<file path="src/rtl/sound_sequencer.sv">
// sound_sequencer
// Shares the piezo speaker between three game events (hit, start, end).
// Request pulses are latched into pending flags, the highest-priority one is
// granted (end > start > hit) and its note sequence is played as a square
// wave with a silent gap between notes. An end request aborts a running hit
// or start sequence.
//
// Ports:
//   clk        system clock
//   rst_n      asynchronous active-low reset
//   hit_req    one-cycle pulse, mole hit (ignored while god_mode=1)
//   start_req  one-cycle pulse, game started
//   end_req    one-cycle pulse, game ended
//   god_mode   level, suppresses and flushes hit sounds
//   speaker    registered square-wave drive
//   busy       high while a sequence is playing (PLAY or GAP)
//   event_id   event playing: 0 none, 1 hit, 2 start, 3 end
module sound_sequencer #(
    parameter int unsigned HALF_LO  = 50000,
    parameter int unsigned HALF_MID = 37500,
    parameter int unsigned HALF_HI  = 25000,
    parameter int unsigned NOTE_LEN = 10000000,
    parameter int unsigned GAP_LEN  = 2000000
) (
    input  logic       clk,
    input  logic       rst_n,
    input  logic       hit_req,
    input  logic       start_req,
    input  logic       end_req,
    input  logic       god_mode,
    output logic       speaker,
    output logic       busy,
    output logic [1:0] event_id
);

    typedef enum logic [1:0] {S_IDLE, S_PLAY, S_GAP} state_t;

    localparam logic [1:0] EV_NONE  = 2'd0;
    localparam logic [1:0] EV_HIT   = 2'd1;
    localparam logic [1:0] EV_START = 2'd2;
    localparam logic [1:0] EV_END   = 2'd3;

    state_t      r_state, w_state_nxt;
    logic [1:0]  r_event, w_event_nxt;
    logic [1:0]  r_idx, w_idx_nxt;
    logic [31:0] r_half_cnt, w_half_cnt_nxt;
    logic [31:0] r_note_cnt, w_note_cnt_nxt;
    logic [31:0] r_gap_cnt, w_gap_cnt_nxt;
    logic        r_spk, w_spk_nxt;
    logic        r_pend_hit, w_pend_hit_nxt;
    logic        r_pend_start, w_pend_start_nxt;
    logic        r_pend_end, w_pend_end_nxt;

    logic        w_hit_in, w_start_in, w_end_in;
    logic        w_grant;
    logic [1:0]  w_grant_ev;
    logic [31:0] w_half;
    logic        w_last;

    // Live request OR pending flag, so a request is granted in the same edge
    // it arrives. god_mode masks both the pulse and the stored hit flag.
    assign w_hit_in   = (hit_req | r_pend_hit) & ~god_mode;
    assign w_start_in = start_req | r_pend_start;
    assign w_end_in   = end_req | r_pend_end;

    // Half-period of the note currently selected by (event, note index).
    always_comb begin
        w_half = HALF_HI;
        case (r_event)
            EV_START: w_half = (r_idx == 2'd0) ? HALF_LO : HALF_HI;
            EV_END: begin
                case (r_idx)
                    2'd0:    w_half = HALF_HI;
                    2'd1:    w_half = HALF_MID;
                    default: w_half = HALF_LO;
                endcase
            end
            default: w_half = HALF_HI;
        endcase
    end

    // Sequence length equals the event code (hit 1, start 2, end 3 notes).
    assign w_last = (r_idx == r_event - 2'd1);

    always_comb begin
        w_state_nxt      = r_state;
        w_event_nxt      = r_event;
        w_idx_nxt        = r_idx;
        w_half_cnt_nxt   = r_half_cnt;
        w_note_cnt_nxt   = r_note_cnt;
        w_gap_cnt_nxt    = r_gap_cnt;
        w_spk_nxt        = r_spk;
        w_pend_hit_nxt   = w_hit_in;
        w_pend_start_nxt = w_start_in;
        w_pend_end_nxt   = w_end_in;
        w_grant          = 1'b0;
        w_grant_ev       = EV_NONE;

        case (r_state)
            S_IDLE: begin
                if (w_end_in) begin
                    w_grant    = 1'b1;
                    w_grant_ev = EV_END;
                end else if (w_start_in) begin
                    w_grant    = 1'b1;
                    w_grant_ev = EV_START;
                end else if (w_hit_in) begin
                    w_grant    = 1'b1;
                    w_grant_ev = EV_HIT;
                end
            end
            default: begin
                if (r_event != EV_END && w_end_in) begin
                    // Preempt: the running hit/start sequence is dropped.
                    w_grant    = 1'b1;
                    w_grant_ev = EV_END;
                end else if (r_state == S_PLAY) begin
                    if (r_note_cnt == NOTE_LEN - 32'd1) begin
                        w_spk_nxt = 1'b0;
                        if (w_last) begin
                            w_state_nxt = S_IDLE;
                            w_event_nxt = EV_NONE;
                        end else begin
                            w_state_nxt   = S_GAP;
                            w_gap_cnt_nxt = 32'd0;
                        end
                    end else begin
                        w_note_cnt_nxt = r_note_cnt + 32'd1;
                        if (r_half_cnt == w_half - 32'd1) begin
                            w_spk_nxt      = ~r_spk;
                            w_half_cnt_nxt = 32'd0;
                        end else begin
                            w_half_cnt_nxt = r_half_cnt + 32'd1;
                        end
                    end
                end else begin
                    if (r_gap_cnt == GAP_LEN - 32'd1) begin
                        w_state_nxt    = S_PLAY;
                        w_idx_nxt      = r_idx + 2'd1;
                        w_half_cnt_nxt = 32'd0;
                        w_note_cnt_nxt = 32'd0;
                    end else begin
                        w_gap_cnt_nxt = r_gap_cnt + 32'd1;
                    end
                end
            end
        endcase

        if (w_grant) begin
            w_state_nxt    = S_PLAY;
            w_event_nxt    = w_grant_ev;
            w_idx_nxt      = 2'd0;
            w_half_cnt_nxt = 32'd0;
            w_note_cnt_nxt = 32'd0;
            w_gap_cnt_nxt  = 32'd0;
            w_spk_nxt      = 1'b0;
            case (w_grant_ev)
                EV_END:   w_pend_end_nxt   = 1'b0;
                EV_START: w_pend_start_nxt = 1'b0;
                default:  w_pend_hit_nxt   = 1'b0;
            endcase
        end
    end

    always_ff @(posedge clk or negedge rst_n) begin
        if (!rst_n) begin
            r_state      <= S_IDLE;
            r_event      <= EV_NONE;
            r_idx        <= 2'd0;
            r_half_cnt   <= 32'd0;
            r_note_cnt   <= 32'd0;
            r_gap_cnt    <= 32'd0;
            r_spk        <= 1'b0;
            r_pend_hit   <= 1'b0;
            r_pend_start <= 1'b0;
            r_pend_end   <= 1'b0;
        end else begin
            r_state      <= w_state_nxt;
            r_event      <= w_event_nxt;
            r_idx        <= w_idx_nxt;
            r_half_cnt   <= w_half_cnt_nxt;
            r_note_cnt   <= w_note_cnt_nxt;
            r_gap_cnt    <= w_gap_cnt_nxt;
            r_spk        <= w_spk_nxt;
            r_pend_hit   <= w_pend_hit_nxt;
            r_pend_start <= w_pend_start_nxt;
            r_pend_end   <= w_pend_end_nxt;
        end
    end

    assign speaker  = r_spk;
    assign busy     = (r_state != S_IDLE);
    assign event_id = r_event;

endmodule

</file>
<file path="config.mk">
export PLATFORM = sky130hd
export DESIGN_NAME = sound_sequencer
export DESIGN_NICKNAME = d
export VERILOG_FILES = /design/src/rtl/sound_sequencer.sv
export SDC_FILE = /design/constraint.sdc
export NUM_CORES = 1
export LEC_CHECK = 0
export BUFFER_PORTS_ARGS = -buffer_cell sky130_fd_sc_hd__buf_4
export CAP_MARGIN = 20
export CORE_UTILIZATION = 58
export DETAILED_ROUTE_END_ITERATION = 6
export PLACE_DENSITY = 0.74
export SLEW_MARGIN = 20
export SYNTH_ARGS = -nofsm -noshare
export SYNTH_HDL_FRONTEND = slang
export SYNTH_SLANG_ARGS = --single-unit
</file>
<file path="constraint.sdc">
create_clock -name clk -period 8.3 [get_ports clk]
set_input_delay 0.83 -clock clk [delete_from_list [all_inputs] [get_ports clk]]
set_output_delay 0.83 -clock clk [all_outputs]
set_load 0.02 [all_outputs]
</file>
=== Yosys cells after proc, flatten, opt, wreduce, memory -nomap -nowiden ===
Cells that the tools add are included.

* Bits in read-only memories: 0
* Output and inout port bits: 4
* Memories: 0
* Flip-flop bits (word level): 106
* Bits of input ports: 6
* Bits in writable memories: 0
* Logic and storage cells: 119
* Bits in latches: 0

* Multiply operators: 0
* Add/subtract/negate cells: 6
* Bitwise logic cells: 6
* Equality and inequality tests: 18
* Shift operators: 0
* Muxes and demuxes: 62
* Reductions and logical operators: 17
* Div/mod/pow operators: 0
* $lt $le $gt $ge: 0

{| class="wikitable"
|+ Operator list
! operator !! number
|-
| 32-bit two-way mux || 19
|-
| 32-bit by 1-bit adder with 32-bit output (second input constant) || 3
|-
| 16-bit case mux with 2 select lines || 2
|-
| 2-bit two-way mux || 22
|-
| 32-bit by 21-bit == test with 1-bit output (second input constant) || 1
|-
| 32-bit by 24-bit == test with 1-bit output (second input constant) || 1
|-
| 32-bit == test || 1
|-
| 32-bit by 1-bit subtractor with 32-bit output (second input constant) || 1
|-
| 1-bit two-way mux || 18
|-
| 16-bit two-way mux || 1
|-
| 4-bit AND reduction || 4
|-
| 5-bit AND reduction || 2
|-
| 2-bit nonzero test || 5
|-
| 3-bit != test (second input constant) || 3
|-
| 2-bit == test (second input constant) || 4
|-
| 2-bit != test (second input constant) || 4
|-
| 3-bit nonzero test || 2
|-
| 2-bit by 1-bit == test with 1-bit output (second input constant) || 2
|-
| 2-bit logical NOT || 2
|-
| 3-bit by 2-bit != test with 1-bit output (second input constant) || 1
|-
| 1-bit bitwise OR || 3
|-
| 2-bit by 1-bit adder with 2-bit output (second input constant) || 1
|-
| 2-bit == test || 1
|-
| 1-bit NOT || 2
|-
| other kinds (4) || 4
|}

=== Depth between registers and ports, before layout ===
Gate-level depths: netlist of run 1.

* Depth after elaboration: 11
* Gate-level depth with buffers: 16
* Gate-level depth less buffers: 13

=== Worst setup path before layout of run 1 ===
OpenSTA, ideal clock, no wires.

* Path kind: register to register
* Start: register r_event[0] (netlist: event_id[0])
* End: register r_half_cnt[17]
* Arrival time: 3.133 ns
* Stages on the path, launching flop included: 15
* Library setup time: 0.132 ns
* Slack: 5.035 ns
* Required time: 8.168 ns
* Clock period less this slack: 3.265 ns
* Buffers on the path: 1
* Path through: dfrtp_1 > inv_1 > ha_1 > or4b_4 > o21ai_0 > ha_1 > xor2_1 > nand3_1 > o2bb2ai_1 > a21oi_1 > a211oi_2 > nand4_2 > buf_6 > a2111oi_1 > nor2_1

* Longest elaborated chain between the ends: 10
* Elaborated cells on any way between the ends: 20
* Classes of those cells: add/sub (1); eq/ne (7); mux (9); reduce/logical (3)

{| class="wikitable"
|+ RTL lines
! what !! line !! text
|-
| start, declared || 44 || <nowiki>logic [1:0] r_event, w_event_nxt;</nowiki>
|-
| start signal, assigned || 179 || <nowiki>r_event <= w_event_nxt;</nowiki>
|-
| 2-bit == test || 69 || <nowiki>case (r_event)</nowiki>
|-
| 16-bit case mux with 2 select lines || 69 ||
|-
| 32-bit by 1-bit subtractor with 32-bit output || 129 || <nowiki>if (r_half_cnt == w_half - 32'd1) begin</nowiki>
|-
| 32-bit == test || 129 ||
|-
| 32-bit two-way mux || 129 ||
|-
| 32-bit two-way mux || 118 || <nowiki>if (r_note_cnt == NOTE_LEN - 32'd1) begin</nowiki>
|-
| 32-bit two-way mux || 117 || <nowiki>end else if (r_state == S_PLAY) begin</nowiki>
|-
| 32-bit two-way mux || 113 || <nowiki>if (r_event != EV_END && w_end_in) begin</nowiki>
|-
| 32-bit two-way mux || 99 || <nowiki>case (r_state)</nowiki>
|-
| 32-bit two-way mux || 149 || <nowiki>if (w_grant) begin</nowiki>
|-
| end signal, assigned || 181 || <nowiki>r_half_cnt <= w_half_cnt_nxt;</nowiki>
|-
| end, declared || 46 || <nowiki>logic [31:0] r_half_cnt, w_half_cnt_nxt;</nowiki>
|}

Several ways; a longest one is shown, not always the timed one. The select of a mux whose other input is x is not followed.
A chain may end at the register's enable or synchronous reset.

=== Worst setup path after layout of run 1 ===
* Start: register r_event[0] (netlist: event_id[0])
* End: register r_half_cnt[21]

The elaborated chain is that of the path after synthesis.

==> flow_metrics.py, run 1 <==
metrics = {
    "cts": {
        "clkLatencyLatePin_ns": 0.39,
        "postCtsSetupBuffers": 0,
        "cts_tree": "built",
        "clock-sinks": 106,
        "cts_resized": 0,
        "cts_max_level": 3,
        "post_cts_hold_buffer_count": 0,
        "clk_path_buf_depth": 2,
        "clkTransAtPathRegs_ns": 0.10,
        "root_buffer": "clkbuf_8",
        "cts_buffers": 9,
    },
    "floorplanning": {
        "dieHeight_um": 106,
        "core_region_area_mm2": 0.0104,
        "dieArea_mm2": 0.0113,
        "die_x_um": 106,
        "fp-row-count": 37,
        "ios": 10,
        "start_util": 0.606,
    },
    "routing": {
        "antenna_left": 0,
        "drc_errors": 0,
        "routed_wl_um": 14200,
        "avgViaCountPerCell": 6.32,
        "vias": 5356,
        "drtIter0Drc": 385,
        "first_pass_iters": 5,
        "routedWlPerCell_um": 16.8,
    },
    "sta": {
        "fin_tns_setup_ns": 0,
        "hold-worst-slack_ns": 0.413,
        "period_share": 0.517,
        "tightest_slew_ns": 1.01,
        "fin_worst_skew_ns": 0.0128,
        "hold_viol_final": 0,
        "slew_violations": 0,
        "rsz0062_at_grt": "no",
        "min_period_ns": 4.29,
        "slew_headroom": 0.327,
        "final-setup-viol-count": 0,
        "fmax_mhz": 233,
    },
    "worst_setup_path": {
        "crit_path_max_fanout": 41,
        "critPathCapture": "r_half_cnt[21]",
        "required_ns": 8.55,
        "r2r_slack_ns": 4.01,
        "cpMostUsedCell": "ha_1",
        "crit_start": "event_id[0]",
        "cp.arrival_ns": 4.54,
        "rr_endpoint": "r_half_cnt[21]",
        "r2r_cells": 12,
        "start_kind": "flop",
        "endpoint_kind": "flop",
        "crit_chain": "ha_1 -> or4b_4 -> o21ai_0 -> ha_1 -> xor2_1 -> nand3_1 -> o2bb2ai_1 -> a21oi_1 -> a211oi_2 -> nand4_4 -> nand2_1 -> o311ai_0",
        "setup.worst_path.class": "reg -> reg",
        "slowest_stage": "nand2_1",
        "worstReg2RegStart": "event_id[0]",
        "cp_slowest_stage_delay_ns": 0.57,
    },
    "yosys": {
        "synth_cell_types": 63,
        "synth_edf_count": 0,
        "netlist_instances": 713,
        "avgSynthCellArea_um2": 8.85,
        "synthesis.nets": 731,
        "ys_ff_latch": 106,
        "ys_async_sr_fraction": 1.00,
        "synth_ff_type": "dfrtp_1",
        "seq_area_frac_synth": 0.420,
        "synth_warnings": 0,
        "synth_area_mm2": 0.00631,
    },
    "outcome": {
        "outcome": "complete, no violations",
    },
    "job": {
        "cap_violations": 0,
    },
    "grt": {
        "first_global_vias": 5121,
        "track_usage": 0.273,
        "grt_pass1_wl_um": 24700,
        "antenna_found_initial": 0,
        "grt_max_degree": 67,
        "overflow": 0,
    },
    "placement": {
        "dp.final_hpwl_um": 9710,
        "place_congestion": 0.875,
        "io_buffers": 9,
    },
    "finish": {
        "num_antenna_cells": 0,
        "register_area_mm2": 0.00265,
        "multi_input_area_mm2": 0.00346,
        "mostFrequentLayoutCells": "106 x dfrtp_1, 84 x nor2_1, 67 x nand2_1",
        "n_fill_cell": 884,
        "drive_gt1_frac": 0.0675,
        "syn2layout_area_growth_pct": 5.19,
        "final_common_cell": "dfrtp_1",
        "nets": 724,
        "utilization": 0.637,
    },
    "pwr": {
        "finalPower_uw": 1410,
        "vdd_drop_max_mv": 0.126,
        "p_leak_uw": 0.00285,
        "cellPowerDensity_mw_per_mm2": 212,
    },
    "min_path": {
        "holdCritPathClass": "in -> async",
    },
}
power breakdown:
part	switching [µW]	leakage [µW]	internal (µW)
clock network	188	0.0000913	111
registers	37.5	0.00145	542
logic	357	0.00130	172
total	582	0.00285	826
through the flow:
| step | setup slack, ns | area [µm²] | cells |
|---|---|---|---|
| 6_report | 4.01 | 6640 | 847 |
| 5_1_grt | 3.61 | 6640 | 847 |
| 4_1_cts | 3.60 | 6630 | 847 |
| 3_5_place_dp | 3.64 | 6450 | 831 |
| 3_3_place_gp | 3.84 | 6450 | 831 |
| 2_1_floorplan | 5.03 | 6310 | 713 |
Yosys cell counts, types with 12 or more instances:
| master | count | area [µm²] |
|---|---|---|
| nor3_1 | 12 | 60.1 |
| nand2_1 | 67 | 251 |
| a31oi_1 | 27 | 169 |
| ha_1 | 12 | 150 |
| nor2_1 | 86 | 323 |
| clkbuf_1 | 20 | 75.1 |
| o21ai_0 | 24 | 120 |
| a21oi_1 | 16 | 80.1 |
| xor2_1 | 56 | 490 |
| nor4_1 | 15 | 93.8 |
| and3_1 | 22 | 138 |
| inv_1 | 19 | 71.3 |
| nand3_1 | 61 | 305 |
| dfrtp_1 | 106 | 2650 |
| nand4_1 | 38 | 238 |
routing by layer:
metal,up-vias,wire length (µm),part of all wire,track usage
met2,102,6830,0.48,0.449
met3,21,512,0.036,0.0448
met4,0,297,0.021,0.0933
met5,-,0,0,0
li1,2589,-,-,-
met1,2644,6590,0.46,0.364
final cells by class:
cell class / count / share of cell area
well taps: 136 / 0.0256
multi-input cells: 555 / 0.521
clock buffers: 9 / 0.0187
repair buffers: 15 / 0.0170
clock inverters: 7 / 0.00773
flip-flops and latches: 106 / 0.400
inverters: 19 / 0.0107
cells by family (layout without fill, tap and decap cells):
logic type | after synthesis | after routing | synth area share
and+or+nand+nor | 355 | 355 | 0.296
adders and majority gates | 12 | 12 | 0.0238
DFF | 106 | 106 | 0.420
buffers and inverters | 52 | 50 | 0.0341
muxes | 6 | 6 | 0.00952
xor gates and xnor gates | 65 | 65 | 0.0902
AOI/OAI and AO/OA | 117 | 117 | 0.126
worst min-delay path by stage:
stage | start | end | slack, ns | cells past startpoint
after floorplan | r_gap_cnt[0] | r_gap_cnt[0] | 0.47 | 1
after global placement | r_gap_cnt[0] | r_gap_cnt[0] | 0.50 | 1
after detailed placement | r_gap_cnt[0] | r_gap_cnt[0] | 0.53 | 1
after CTS | rst_n | r_pend_start | 0.43 | 1
after global routing | rst_n | r_state[1] | 0.46 | 1
final | rst_n | r_half_cnt[31] | 0.41 | 1
registers in the layout (all words and copies together), names as in the netlist:
name and cells:
r_gap_cnt 32, r_half_cnt 32, r_note_cnt 32, event_id 2
r_idx 2, r_state 2, r_pend_end 1, r_pend_hit 1
r_pend_start 1, speaker 1
critical path: cells and delay by family (launching register included):
family	cells	cell delay, ns
XOR/XNOR	1	0.25
flip-flops	1	0.48
AND/OR/NAND/NOR	4	1.78
AO/OA/AOI/OAI	5	0.87
adder cells (fa/ha/maj)	2	0.75
Power figures use the tool's default switching activity.
==> run 2: changes to the inputs <==
Clock period 8.3 ns to 4 ns, I/O delays scaled along.
==> flow_metrics.py, run 2 (synthesized netlist as in run 1, its figures left out) <==
metrics = {
    "routing": {
        "drtIter0Drc": 302,
        "drc_errors": 0,
        "first_pass_iters": 7,
        "routedWlPerCell_um": 16.6,
        "vias": 5337,
        "antenna_left": 0,
        "avgViaCountPerCell": 6.27,
        "routed_wl_um": 14100,
    },
    "pwr": {
        "finalPower_uw": 2980,
        "pwr-share-clk": 0.223,
        "cellPowerDensity_mw_per_mm2": 446,
        "p_comb_frac": 0.374,
        "p_switching_uw": 1170,
        "seqPwrFrac": 0.403,
        "p_int_uw": 1810,
        "p_leak_uw": 0.00287,
        "switching_share": 0.394,
        "vdd_drop_max_mv": 0.236,
    },
    "sta": {
        "tightest_slew_ns": 0.946,
        "fin_worst_skew_ns": 0.0112,
        "final-setup-viol-count": 0,
        "slew_headroom": 0.369,
        "hold-worst-slack_ns": 0.159,
        "slew_violations": 0,
        "min_period_ns": 3.65,
        "rsz0062_at_grt": "no",
        "hold_viol_final": 0,
        "fmax_mhz": 274,
        "period_share": 0.913,
        "fin_tns_setup_ns": 0,
    },
    "finish": {
        "reg_top3": "r_gap_cnt (32), r_half_cnt (32), r_note_cnt (32)",
        "mostFrequentLayoutCells": "106 x dfrtp_1, 84 x nor2_1, 66 x nand2_1",
        "design_area_mm2": 0.00669,
        "n_fill_cell": 869,
        "layout.cells.non_filler": 851,
        "nets": 728,
        "drive_gt1_frac": 0.0699,
        "num_antenna_cells": 0,
        "final_common_cell": "dfrtp_1",
        "syn2layout_area_growth_pct": 5.97,
    },
    "worst_setup_path": {
        "worstReg2RegStart": "event_id[0]",
        "setup.worst_path.class": "reg -> reg",
        "r2r_slack_ns": 0.35,
        "r2r_cells": 14,
        "start_kind": "flop",
        "crit_path_max_fanout": 41,
        "endpoint_kind": "flop",
        "cp.arrival_ns": 3.89,
        "rr_endpoint": "speaker",
        "required_ns": 4.24,
    },
    "floorplanning": {
        "start_util": 0.606,
        "dieHeight_um": 106,
        "fp-row-count": 37,
        "ios": 10,
        "core_region_area_mm2": 0.0104,
        "die_x_um": 106,
        "dieArea_mm2": 0.0113,
    },
    "cts": {
        "cts_buffers": 9,
        "root_buffer": "clkbuf_8",
        "cts_tree": "built",
        "post_cts_hold_buffer_count": 0,
        "clkLatencyLatePin_ns": 0.37,
        "clock-sinks": 106,
        "cts_max_level": 3,
        "clk_path_buf_depth": 2,
        "clkTransAtPathRegs_ns": 0.10,
    },
    "grt": {
        "overflow": 0,
        "grt_max_degree": 75,
        "first_global_vias": 5165,
        "antenna_found_initial": 0,
        "track_usage": 0.268,
        "grt_pass1_wl_um": 24300,
    },
    "placement": {
        "dp.final_hpwl_um": 9810,
        "place_congestion": 0.905,
        "io_buffers": 9,
        "placed_area_mm2": 0.00648,
        "dpl.cell_count": 835,
    },
    "min_path": {
        "holdCritPathClass": "in -> async",
    },
    "job": {
        "cap_violations": 0,
    },
    "outcome": {
        "outcome": "complete, no violations",
    },
}
run 2: changes by cell type in the layout (fill, tap and decap cells not counted), sizes merged:
cell,change
buf,+4
clkbuf,+4
clkinv,-3
bufinv,+1
clkinvlp,-1
inv,-1
run 2: power groups by stage:
stage | combinational [µW] | sequential, µW | clock [µW]
after floorplan | 834 | 1210 | 0
after global placement | 1070 | 1210 | 0
after detailed placement | 1110 | 1220 | 0
after CTS | 1110 | 1200 | 686
after global routing | 1230 | 1210 | 718
final | 1120 | 1200 | 664
run 2: final cells by class:
type | count | area [µm²] | area share
Multi-Input combinational cell | 555 | 3450 | 0.516
Sequential cell | 106 | 2650 | 0.397
Tap cell | 136 | 170 | 0.0254
Clock buffer | 13 | 149 | 0.0223
Timing Repair Buffer | 19 | 146 | 0.0219
Inverter | 19 | 71.3 | 0.0107
Clock inverter | 3 | 47.5 | 0.00711
run 2: worst max-delay path by stage:
| stage | start | end | slack (ns) | cells after the start |
|---|---|---|---|---|
| final | event_id[0] | speaker | 0.35 | 14 |
| after detailed placement | event_id[0] | r_half_cnt[28] | 0.11 | 14 |
| after floorplan | event_id[0] | r_half_cnt[17] | 0.73 | 14 |
| after global routing | event_id[0] | r_half_cnt[21] | 0.1 | 14 |
| after global placement | event_id[0] | r_half_cnt[28] | 0.33 | 14 |
| after CTS | event_id[0] | r_half_cnt[29] | 0.10 | 14 |
run 2: stage by stage:
stage / setup WS [ns] / util
detailed placement: 0.114 / 0.623
floorplan: 0.735 / -
CTS: 0.102 / 0.641
global placement: 0.329 / 0.623
global route: 0.0958 / 0.642
finish: 0.346 / 0.642
run 2: timing repair:
action | 4_1_cts | 5_1_grt
setup buffers | 0 | 0
endpoints found under the setup margin | 0 | 9
gates resized for setup | 0 | 2
run 2: critical path, cell delays in order, from the launching register on:
cell	delay, ns
dfrtp_1	0.46
inv_1	0.07
ha_1	0.31
or4b_4	0.59
o21ai_0	0.10
ha_1	0.27
xor2_1	0.26
nand3_1	0.11
o2bb2ai_1	0.16
a21oi_1	0.09
a211oi_2	0.23
nand4_2	0.13
buf_6	0.23
mux2i_1	0.15
a2111oi_0	0.37
run 2: per-layer routing:
metal | up-vias | wire length, µm | track usage
met2 | 114 | 7030 | 0.457
met5 | - | 0 | 0
met4 | 0 | 254 | 0.0952
met1 | 2615 | 6380 | 0.343
li1 | 2588 | - | -
met3 | 20 | 469 | 0.0448
